`config.mk`:
```
export PLATFORM = sky130hd
export DESIGN_NAME = draw_sprite
export DESIGN_NICKNAME = d
export VERILOG_FILES = /design/src/rtl/draw_sprite.sv
export SDC_FILE = /design/constraint.sdc
export NUM_CORES = 1
export LEC_CHECK = 0
export BUFFER_PORTS_ARGS = -buffer_cell sky130_fd_sc_hd__buf_2
export CAP_MARGIN = 20
export CORE_MARGIN = 2
export CORE_UTILIZATION = 40
export CTS_BUF_LIST = sky130_fd_sc_hd__clkbuf_8
export DETAILED_ROUTE_END_ITERATION = 6
export PLACE_DENSITY = 0.57
export SETUP_SLACK_MARGIN = 0.3
export SYNTH_ARGS = -nofsm -noshare
export SYNTH_HDL_FRONTEND = slang
export SYNTH_SLANG_ARGS = --single-unit
export TNS_END_PERCENT = 100
```
`constraint.sdc`:
```
create_clock -name clk -period 13.4 [get_ports clk]
set_input_delay 1.34 -clock clk [delete_from_list [all_inputs] [get_ports clk]]
set_output_delay 1.34 -clock clk [all_outputs]
set_load 0.005 [all_outputs]
```
`src/rtl/draw_sprite.sv`:
```
// draw_sprite: overlays a SPRITE_W x SPRITE_H bitmap, fetched from a
// synchronous sprite ROM, onto the incoming VGA timing/colour stream.
// The sprite position is sampled once per frame at the rising edge of
// vertical blanking so a moving sprite never tears mid-frame.
// All outputs carry the input stream delayed by exactly two clocks:
//   stage 1 - hit test and ROM address generation
//   stage 2 - colour-key compositing with the ROM pixel
module draw_sprite #(
  parameter int          SPRITE_W    = 100,
  parameter int          SPRITE_H    = 100,
  parameter logic [11:0] TRANSPARENT = 12'hF0F
) (
  input  logic        clk,
  input  logic        rst,
  input  logic [10:0] hcount_in,
  input  logic [10:0] vcount_in,
  input  logic        hsync_in,
  input  logic        vsync_in,
  input  logic        hblnk_in,
  input  logic        vblnk_in,
  input  logic [11:0] rgb_in,
  input  logic [11:0] xpos,
  input  logic [11:0] ypos,
  output logic [13:0] rom_addr,
  input  logic [11:0] rom_pixel,
  output logic [10:0] hcount_out,
  output logic [10:0] vcount_out,
  output logic        hsync_out,
  output logic        vsync_out,
  output logic        hblnk_out,
  output logic        vblnk_out,
  output logic [11:0] rgb_out
);

  // ------------------------------------------------------------------
  // Frame-synchronous position latch
  // ------------------------------------------------------------------
  logic        r_vblnk_d;
  logic [11:0] r_x_lat;
  logic [11:0] r_y_lat;
  logic        w_vblnk_rise;

  // Rising edge of vertical blanking marks the start of the inter-frame gap.
  always_comb begin
    w_vblnk_rise = 1'b0;
    if (vblnk_in && !r_vblnk_d) begin
      w_vblnk_rise = 1'b1;
    end else begin
      w_vblnk_rise = 1'b0;
    end
  end

  // Capture xpos/ypos only on the vblnk rising edge; hold them otherwise.
  always_ff @(posedge clk) begin
    if (rst) begin
      r_vblnk_d <= 1'b0;
      r_x_lat   <= 12'd0;
      r_y_lat   <= 12'd0;
    end else begin
      r_vblnk_d <= vblnk_in;
      if (w_vblnk_rise) begin
        r_x_lat <= xpos;
        r_y_lat <= ypos;
      end else begin
        r_x_lat <= r_x_lat;
        r_y_lat <= r_y_lat;
      end
    end
  end

  // ------------------------------------------------------------------
  // Stage 1: hit test and ROM address
  // ------------------------------------------------------------------
  // Bounds are carried at 13 bits so a latched edge near 4095 plus the
  // sprite size does not wrap back onto the visible area.
  logic [12:0] w_h13;
  logic [12:0] w_v13;
  logic [12:0] w_x_lo;
  logic [12:0] w_y_lo;
  logic [12:0] w_x_hi;
  logic [12:0] w_y_hi;
  logic [12:0] w_dx;
  logic [12:0] w_dy;
  logic [13:0] w_addr;
  logic        w_in_x;
  logic        w_in_y;
  logic        w_hit;

  // Sprite-relative coordinates and the resulting hit/address.
  always_comb begin
    w_h13  = {2'b00, hcount_in};
    w_v13  = {2'b00, vcount_in};
    w_x_lo = {1'b0, r_x_lat};
    w_y_lo = {1'b0, r_y_lat};
    w_x_hi = w_x_lo + 13'(SPRITE_W);
    w_y_hi = w_y_lo + 13'(SPRITE_H);
    w_dx   = w_h13 - w_x_lo;
    w_dy   = w_v13 - w_y_lo;
    w_in_x = 1'b0;
    w_in_y = 1'b0;
    w_hit  = 1'b0;
    w_addr = 14'd0;

    if ((w_h13 >= w_x_lo) && (w_h13 < w_x_hi)) begin
      w_in_x = 1'b1;
    end else begin
      w_in_x = 1'b0;
    end

    if ((w_v13 >= w_y_lo) && (w_v13 < w_y_hi)) begin
      w_in_y = 1'b1;
    end else begin
      w_in_y = 1'b0;
    end

    // Blanking always masks the sprite, which also keeps the latch
    // update (only ever inside vblnk) away from any visible pixel.
    if (!hblnk_in && !vblnk_in && w_in_x && w_in_y) begin
      w_hit  = 1'b1;
      // Row-major address; offsets are below the sprite size inside a hit,
      // so the 14-bit truncation never loses a valid address.
      w_addr = ({1'b0, w_dy} * 14'(SPRITE_W)) + {1'b0, w_dx};
    end else begin
      w_hit  = 1'b0;
      w_addr = 14'd0;
    end
  end

  logic        r_hit_d1;
  logic [11:0] r_rgb_d1;
  logic [10:0] r_hcount_d1;
  logic [10:0] r_vcount_d1;
  logic        r_hsync_d1;
  logic        r_vsync_d1;
  logic        r_hblnk_d1;
  logic        r_vblnk_d1;

  // First pipeline stage: register address, hit flag and the VGA bus.
  always_ff @(posedge clk) begin
    if (rst) begin
      rom_addr    <= 14'd0;
      r_hit_d1    <= 1'b0;
      r_rgb_d1    <= 12'd0;
      r_hcount_d1 <= 11'd0;
      r_vcount_d1 <= 11'd0;
      r_hsync_d1  <= 1'b0;
      r_vsync_d1  <= 1'b0;
      r_hblnk_d1  <= 1'b0;
      r_vblnk_d1  <= 1'b0;
    end else begin
      rom_addr    <= w_addr;
      r_hit_d1    <= w_hit;
      r_rgb_d1    <= rgb_in;
      r_hcount_d1 <= hcount_in;
      r_vcount_d1 <= vcount_in;
      r_hsync_d1  <= hsync_in;
      r_vsync_d1  <= vsync_in;
      r_hblnk_d1  <= hblnk_in;
      r_vblnk_d1  <= vblnk_in;
    end
  end

  // ------------------------------------------------------------------
  // Stage 2: colour-key compositing
  // ------------------------------------------------------------------
  logic [11:0] w_rgb_mix;

  // ROM pixel wins only on a sprite hit and when it is not the colour key.
  always_comb begin
    w_rgb_mix = r_rgb_d1;
    if (r_hit_d1 && (rom_pixel != TRANSPARENT)) begin
      w_rgb_mix = rom_pixel;
    end else begin
      w_rgb_mix = r_rgb_d1;
    end
  end

  // Second pipeline stage: registered outputs.
  always_ff @(posedge clk) begin
    if (rst) begin
      rgb_out    <= 12'd0;
      hcount_out <= 11'd0;
      vcount_out <= 11'd0;
      hsync_out  <= 1'b0;
      vsync_out  <= 1'b0;
      hblnk_out  <= 1'b0;
      vblnk_out  <= 1'b0;
    end else begin
      rgb_out    <= w_rgb_mix;
      hcount_out <= r_hcount_d1;
      vcount_out <= r_vcount_d1;
      hsync_out  <= r_hsync_d1;
      vsync_out  <= r_vsync_d1;
      hblnk_out  <= r_hblnk_d1;
      vblnk_out  <= r_vblnk_d1;
    end
  end

endmodule

```
==> flow_metrics.py, run 1 <==
metrics = {
    "clock_network": {
        "clk-insertion-delay-late_ns": 0.44,
        "cts_tree": "done",
        "cts_max_level": 4,
        "root_buffer": "clkbuf_8",
        "postCtsHoldBufs": 0,
        "path_clk_slew_ns": 0.08,
        "ctsResizeCount": 0,
        "cts_buffers": 17,
        "clk_path_buf_depth": 2,
        "post_cts_buffers": 0,
        "cts_sinks": 115,
    },
    "detailed_routing": {
        "drc_errors": 0,
        "ant_nets": 0,
        "drt-total-wl_um": 14900,
        "wl_per_cell_um": 14.1,
        "vias_per_cell": 4.80,
        "drtPass1Iterations": 4,
        "via_count": 5078,
        "drt-initial-drc-count": 222,
    },
    "placement": {
        "finalWeightedCongestion": 0.903,
        "port_buffers": 127,
        "hpwl_um": 11600,
        "place_ws_ns": 7.41,
    },
    "critical_path": {
        "crit_chain": "buf_2 > inv_1 > ha_1 > fa_1 > nand2b_1 > a21oi_4 > xor2_1 > ha_1 > ha_1 > inv_1 > fa_1 > inv_1 > ha_1 > nand2_1 > o21ai_0 > nor2_1 > xnor2_1 > ha_1 > a21o_1 > a21oi_1 > nand3_1 > nor3b_2",
        "endpoint_kind": "flip-flop",
        "cp_slowest_cell": "fa_1",
        "required_ns": 13.70,
        "reg2regPathDepth": 20,
        "arrival_ns": 5.85,
        "regToRegSetupSlack_ns": 8.58,
        "cpMostUsedCell": "ha_1",
        "reg2reg_to": "rom_addr[13]",
        "startpoint_type": "input port",
        "path_max_fanout": 5,
        "timing.rr.start": "r_y_lat[0]",
        "critical_path_class": "input port to flip-flop",
        "cp_slowest_stage_delay_ns": 0.53,
    },
    "run": {
        "drv_cap": 0,
    },
    "timing": {
        "fmax_mhz": 180,
        "min_period_ns": 5.55,
        "period_share_pct": 41.4,
        "tns_ns": 0,
        "relSlewSlack_pct": 34.2,
        "rsz0062_at_grt": "false",
        "hold_ws_ns": 0.436,
        "hold_viol_final": 0,
        "slew_violations": 0,
        "fin_ws_ns": 7.85,
        "setup_viol": 0,
        "worst_slew_pin_slew_ns": 0.987,
        "skew_ns": 0.0126,
    },
    "power_and_ir_drop": {
        "p_leak_nw": 3.60,
        "vdd_drop_max_mv": 0.287,
        "powerDensity_mw_per_mm2": 180,
    },
    "cells_and_area": {
        "diodes": 0,
        "drive_above_1_share_pct": 20.9,
        "syn2layout_area_growth_pct": 19.5,
        "fin_nets": 990,
        "final_common_cell": "buf_2",
        "layout_common_cells": "127 x buf_2, 115 x dfxtp_1, 76 x ha_1",
    },
    "grt": {
        "grt_usage_pct": 17.9,
        "antenna_found_initial": 0,
        "overflow": 0,
        "grt_max_degree": 102,
        "grt_pass1_wl_um": 23500,
        "grt_pass1_vias": 4854,
    },
    "yosys": {
        "ys_warn_count": 0,
        "avgSynthCellArea_um2": 9.06,
        "synth_edf_count": 0,
        "synthCells": 699,
        "ys_seq_area_share_pct": 36.3,
        "synth_nets": 860,
        "async_reset_ff_share_pct": 0,
        "synth_cell_types": 62,
        "syn-cell-area_mm2": 0.00634,
        "ys.flop_type": "dfxtp_1",
        "ys_ff_latch": 115,
    },
    "floorplanning": {
        "die-area_mm2": 0.0169,
        "pin_count": 128,
        "chipWidth_um": 130,
        "core_mm2": 0.0157,
        "initial_utilization_pct": 40.5,
        "die_y_um": 130,
        "rows": 46,
    },
    "worst_hold_path": {
        "min_to": "hcount_out[2]",
        "hold_start": "r_hcount_d1[2]",
        "hp-class": "flip-flop to flip-flop",
        "hold_depth": 1,
    },
    "outcome": {
        "outcome": "complete, no violations",
    },
}
-- state kept, by name, indices dropped and copies added, names as in the netlist --
signal       cells
rom_addr        14
r_rgb_d1        12
r_x_lat         12
r_y_lat         12
rgb_out         12
hcount_out      11
r_hcount_d1     11
r_vcount_d1     11
vcount_out      11
hblnk_out        1
hsync_out        1
r_hblnk_d1       1
r_hit_d1         1
r_hsync_d1       1
r_vblnk_d1       1
r_vsync_d1       1
vblnk_out        1
vsync_out        1
-- per-stage QoR --
step | util, % | power (mW) | instances | area (µm²)
after floorplan | - | 0.922 | 699 | 6340
after global placement | 45.9 | 1.04 | 1026 | 7190
after detailed placement | 45.9 | 1.05 | 1026 | 7190
after CTS | 48.4 | 1.37 | 1058 | 7570
after global routing | 48.4 | 1.48 | 1058 | 7570
final | 48.4 | 1.36 | 1058 | 7570
-- synth_stat cells, types with 4 or more instances --
library cell,count,area share (%)
nor2b_1,66,6.5
nor3_1,8,0.63
o21bai_1,6,0.71
xnor2_1,36,5.0
nor4_1,4,0.39
dfxtp_1,115,36
a21oi_1,50,3.9
a31oi_1,4,0.39
o21a_1,6,0.71
ha_1,76,15
nand4_1,6,0.59
nand2_1,74,4.4
clkbuf_1,16,0.95
inv_1,63,3.7
mux2i_1,10,1.6
o21ai_0,15,1.2
fa_1,9,2.8
nor2_1,44,2.6
xor2_1,12,1.7
a21o_1,16,1.9
nand2b_1,9,0.89
nand3_1,4,0.32
-- kinds of logic after synthesis --
group,Yosys count,synth area share [%]
adder cells (fa/ha/maj),85,17.9
multiplexers,11,1.76
AO/OA/AOI/OAI,121,12.9
flip-flops,115,36.3
AND/OR/NAND/NOR,236,19.2
XOR/XNOR,49,6.99
buffers and inverters,82,5.00
-- layout make-up --
cell class | count | area, µm²
sequential | 115 | 2300
timing repair buffer | 130 | 658
fill | 1551 | 8080
multi-input combinational | 502 | 3720
clock buffer | 19 | 262
tap | 216 | 270
clock inverter | 13 | 123
inverter | 63 | 236
-- critical path, delay by kind of cell --
kind            cells  cell delay (ns)
simple gates        5             0.58
compound gates      4             0.88
fa+ha+maj           7             2.42
buf+inv             4             0.24
xor+xnor            2             0.38
-- worst max path at each step --
stage | from | slack, ns | end
floorplan | vcount_in[0] | 7.85 | rom_addr[13]
global placement | vcount_in[0] | 7.51 | rom_addr[13]
detailed placement | vcount_in[0] | 7.41 | rom_addr[13]
CTS | vcount_in[0] | 7.89 | rom_addr[13]
global route | vcount_in[0] | 7.51 | rom_addr[13]
finish | vcount_in[0] | 7.85 | rom_addr[13]
-- layer usage --
metal  share of wire, %  up-vias  GRT usage (%)
li1                   -     2597              -
met1                 49     2367           24.2
met2                 46      102           28.0
met3                3.8       12           4.59
met4                1.2        0           5.57
met5                  0        -              0
-- power by group --
group          switching, mW  internal [mW]  total, mW
clock network          0.154          0.159      0.313
registers            0.00733          0.357      0.365
logic                  0.369          0.315      0.683
total                  0.530          0.830       1.36
Note: power is estimated with default switching activity, not from simulation.
==> run 2, diff against run 1 <==
==> constraint.sdc (replaced) <==
create_clock -name clk -period 5.25 [get_ports clk]
set_input_delay 0.525 -clock clk [delete_from_list [all_inputs] [get_ports clk]]
set_output_delay 0.525 -clock clk [all_outputs]
set_load 0.005 [all_outputs]
==> run 2 against run 1 <==
Against the previous run:
- routed wire length shrank 0.75%
- clock power rose by 150%
- critical path type is now flip-flop to flip-flop
- non-clock buffer count is 2 higher
- sequential power rose to 2.5 times the previous value
- count of clock-buffer cells in the layout decreased by 2
- critical path depth down 2
- total power increased to 2.5 times the previous value
- design area increased by 0.51%
- sequential share of layout area shrank 0.15 points
- clock skew fell by 0.0033 ns
==> flow_metrics.py, run 2 (same netlist as run 1, synthesis figures left out) <==
metrics = {
    "power_and_ir_drop": {
        "p_seq_share_pct": 26.8,
        "sw_frac_of_total_pct": 39.2,
        "powerDensity_mw_per_mm2": 456,
        "vdd_drop_max_mv": 0.794,
        "p_switching_mw": 1.36,
        "p_comb_share_pct": 50.9,
        "p_clk_share_pct": 22.2,
        "p_int_mw": 2.11,
        "p_leak_nw": 3.61,
    },
    "clock_network": {
        "cts_max_level": 4,
        "clk-insertion-delay-late_ns": 0.45,
        "cts_buffers": 17,
        "cts_tree": "done",
        "postCtsHoldBufs": 0,
        "root_buffer": "clkbuf_8",
        "path_clk_slew_ns": 0.08,
        "clk_path_buf_depth": 2,
        "cts_sinks": 115,
    },
    "placement": {
        "dpl_cell_area_mm2": 0.00720,
        "hpwl_um": 11500,
        "place_inst": 1027,
        "place_ws_ns": 0.0364,
        "finalWeightedCongestion": 0.903,
        "port_buffers": 127,
    },
    "grt": {
        "grt_pass1_vias": 4846,
        "overflow": 0,
        "grt_usage_pct": 17.8,
        "grt_max_degree": 102,
        "antenna_found_initial": 0,
        "grt_pass1_wl_um": 23500,
    },
    "timing": {
        "min_period_ns": 4.73,
        "relSlewSlack_pct": 30.9,
        "worst_slew_pin_slew_ns": 1.04,
        "tns_ns": 0,
        "slew_violations": 0,
        "rsz0062_at_grt": "false",
        "skew_ns": 0.00935,
        "fmax_mhz": 211,
        "hold_viol_final": 0,
        "period_share_pct": 90.2,
        "fin_ws_ns": 0.516,
        "setup_viol": 0,
    },
    "detailed_routing": {
        "vias_per_cell": 4.75,
        "wl_per_cell_um": 13.9,
        "met1Wirelength_um": 7140,
        "met2_length_um": 6740,
        "top_layer": "met4",
        "drc_errors": 0,
        "ant_nets": 0,
        "wl_met3_um": 726,
        "drtPass1Iterations": 4,
        "drt-initial-drc-count": 199,
        "drt-total-wl_um": 14800,
        "via_count": 5033,
    },
    "critical_path": {
        "critical_path_class": "flip-flop to flip-flop",
        "startpoint_type": "flip-flop",
        "critPathLaunch": "r_y_lat[0]",
        "timing.rr.start": "r_y_lat[0]",
        "path_max_fanout": 4,
        "regToRegSetupSlack_ns": 0.52,
        "required_ns": 5.56,
        "endpoint_kind": "flip-flop",
        "worstSetupEndpoint": "rom_addr[13]",
        "reg2regPathDepth": 20,
        "reg2reg_to": "rom_addr[13]",
        "arrival_ns": 5.05,
    },
    "run": {
        "drv_cap": 0,
    },
    "cells_and_area": {
        "fin_area_mm2": 0.00761,
        "final_cells": 1060,
        "layout_common_cells": "127 x buf_2, 115 x dfxtp_1, 76 x ha_1",
        "regMostFlops": "rom_addr",
        "largest_reg_flops": 14,
        "syn2layout_area_growth_pct": 20.1,
        "fin_nets": 992,
        "final_common_cell": "buf_2",
        "diodes": 0,
        "drive_above_1_share_pct": 21.8,
    },
    "floorplanning": {
        "initial_utilization_pct": 40.5,
        "die-area_mm2": 0.0169,
        "pin_count": 128,
        "rows": 46,
        "core_mm2": 0.0157,
        "die_y_um": 130,
        "chipWidth_um": 130,
    },
    "outcome": {
        "outcome": "complete, no violations",
    },
    "worst_hold_path": {
        "hp-class": "input port to flip-flop",
    },
}
run 2: changes by cell type in the layout (fill, tap and decap cells not counted), moves of 2 or more:
cell      previous run  this run
a21oi_2              0         2
xnor2_2              0         2
xnor2_1             36        34
clkbuf_8            19        17
a21oi_1             50        48
inv_6                5         3
buf_4                3         5
run 2: power groups by stage:
stage / Combinational (mW) / Clock, mW / Sequential [mW]
2_1_floorplan: 1.40 / 0 / 0.948
3_3_place_gp: 1.70 / 0 / 0.950
3_5_place_dp: 1.73 / 0 / 0.950
4_1_cts: 1.74 / 0.793 / 0.930
5_1_grt: 2.00 / 0.835 / 0.934
6_report: 1.77 / 0.772 / 0.930
run 2: final cells by class:
cell class / instances / area (µm²)
sequential: 115 / 2300
multi-input combinational: 502 / 3760
clock buffer: 17 / 234
clock inverter: 15 / 134
inverter: 63 / 236
fill: 1584 / 8040
tap: 216 / 270
timing repair buffer: 132 / 673
run 2: layer usage:
metal,global-route usage [%],vias to the layer above
met5,0,-
met4,4.93,0
met3,5.17,10
met2,28.6,97
met1,23.6,2324
li1,-,2602
run 2: timing repair:
| item | CTS | global route |
|---|---|---|
| resized for setup | 0 | 8 |
| buffers inserted | 0 | 1 |
| setup endpoints to repair | 0 | 2 |
run 2: worst min-delay path by stage:
stage | end | cells after the start | from
finish | r_rgb_d1[8] | 2 | rgb_in[8]
floorplan | hblnk_out | 1 | r_hblnk_d1
CTS | r_rgb_d1[8] | 2 | rgb_in[8]
global route | r_rgb_d1[9] | 2 | rgb_in[9]
global placement | vcount_out[2] | 1 | r_vcount_d1[2]
detailed placement | vcount_out[8] | 1 | r_vcount_d1[8]
run 2: stage by stage:
stage               total power, mW  utilization, %  hold slack [ns]
floorplan                      2.35               -            0.414
global placement               2.65            46.0            0.421
detailed placement             2.68            46.0            0.420
CTS                            3.46            48.3            0.271
global route                   3.77            48.6            0.261
finish                         3.47            48.6            0.290
run 2: critical path: stages (launching register included):
cell,delay (ns)
dfxtp_1,0.34
ha_1,0.25
fa_2,0.37
nand2b_1,0.19
a21oi_4,0.23
xor2_1,0.18
ha_1,0.26
ha_1,0.28
inv_1,0.05
fa_1,0.53
inv_1,0.04
ha_1,0.33
xnor2_1,0.15
ha_1,0.35
a21o_1,0.20
a21oi_1,0.13
o21ai_1,0.11
a21o_1,0.22
a21oi_2,0.15
nand3_1,0.08
nor3b_2,0.16
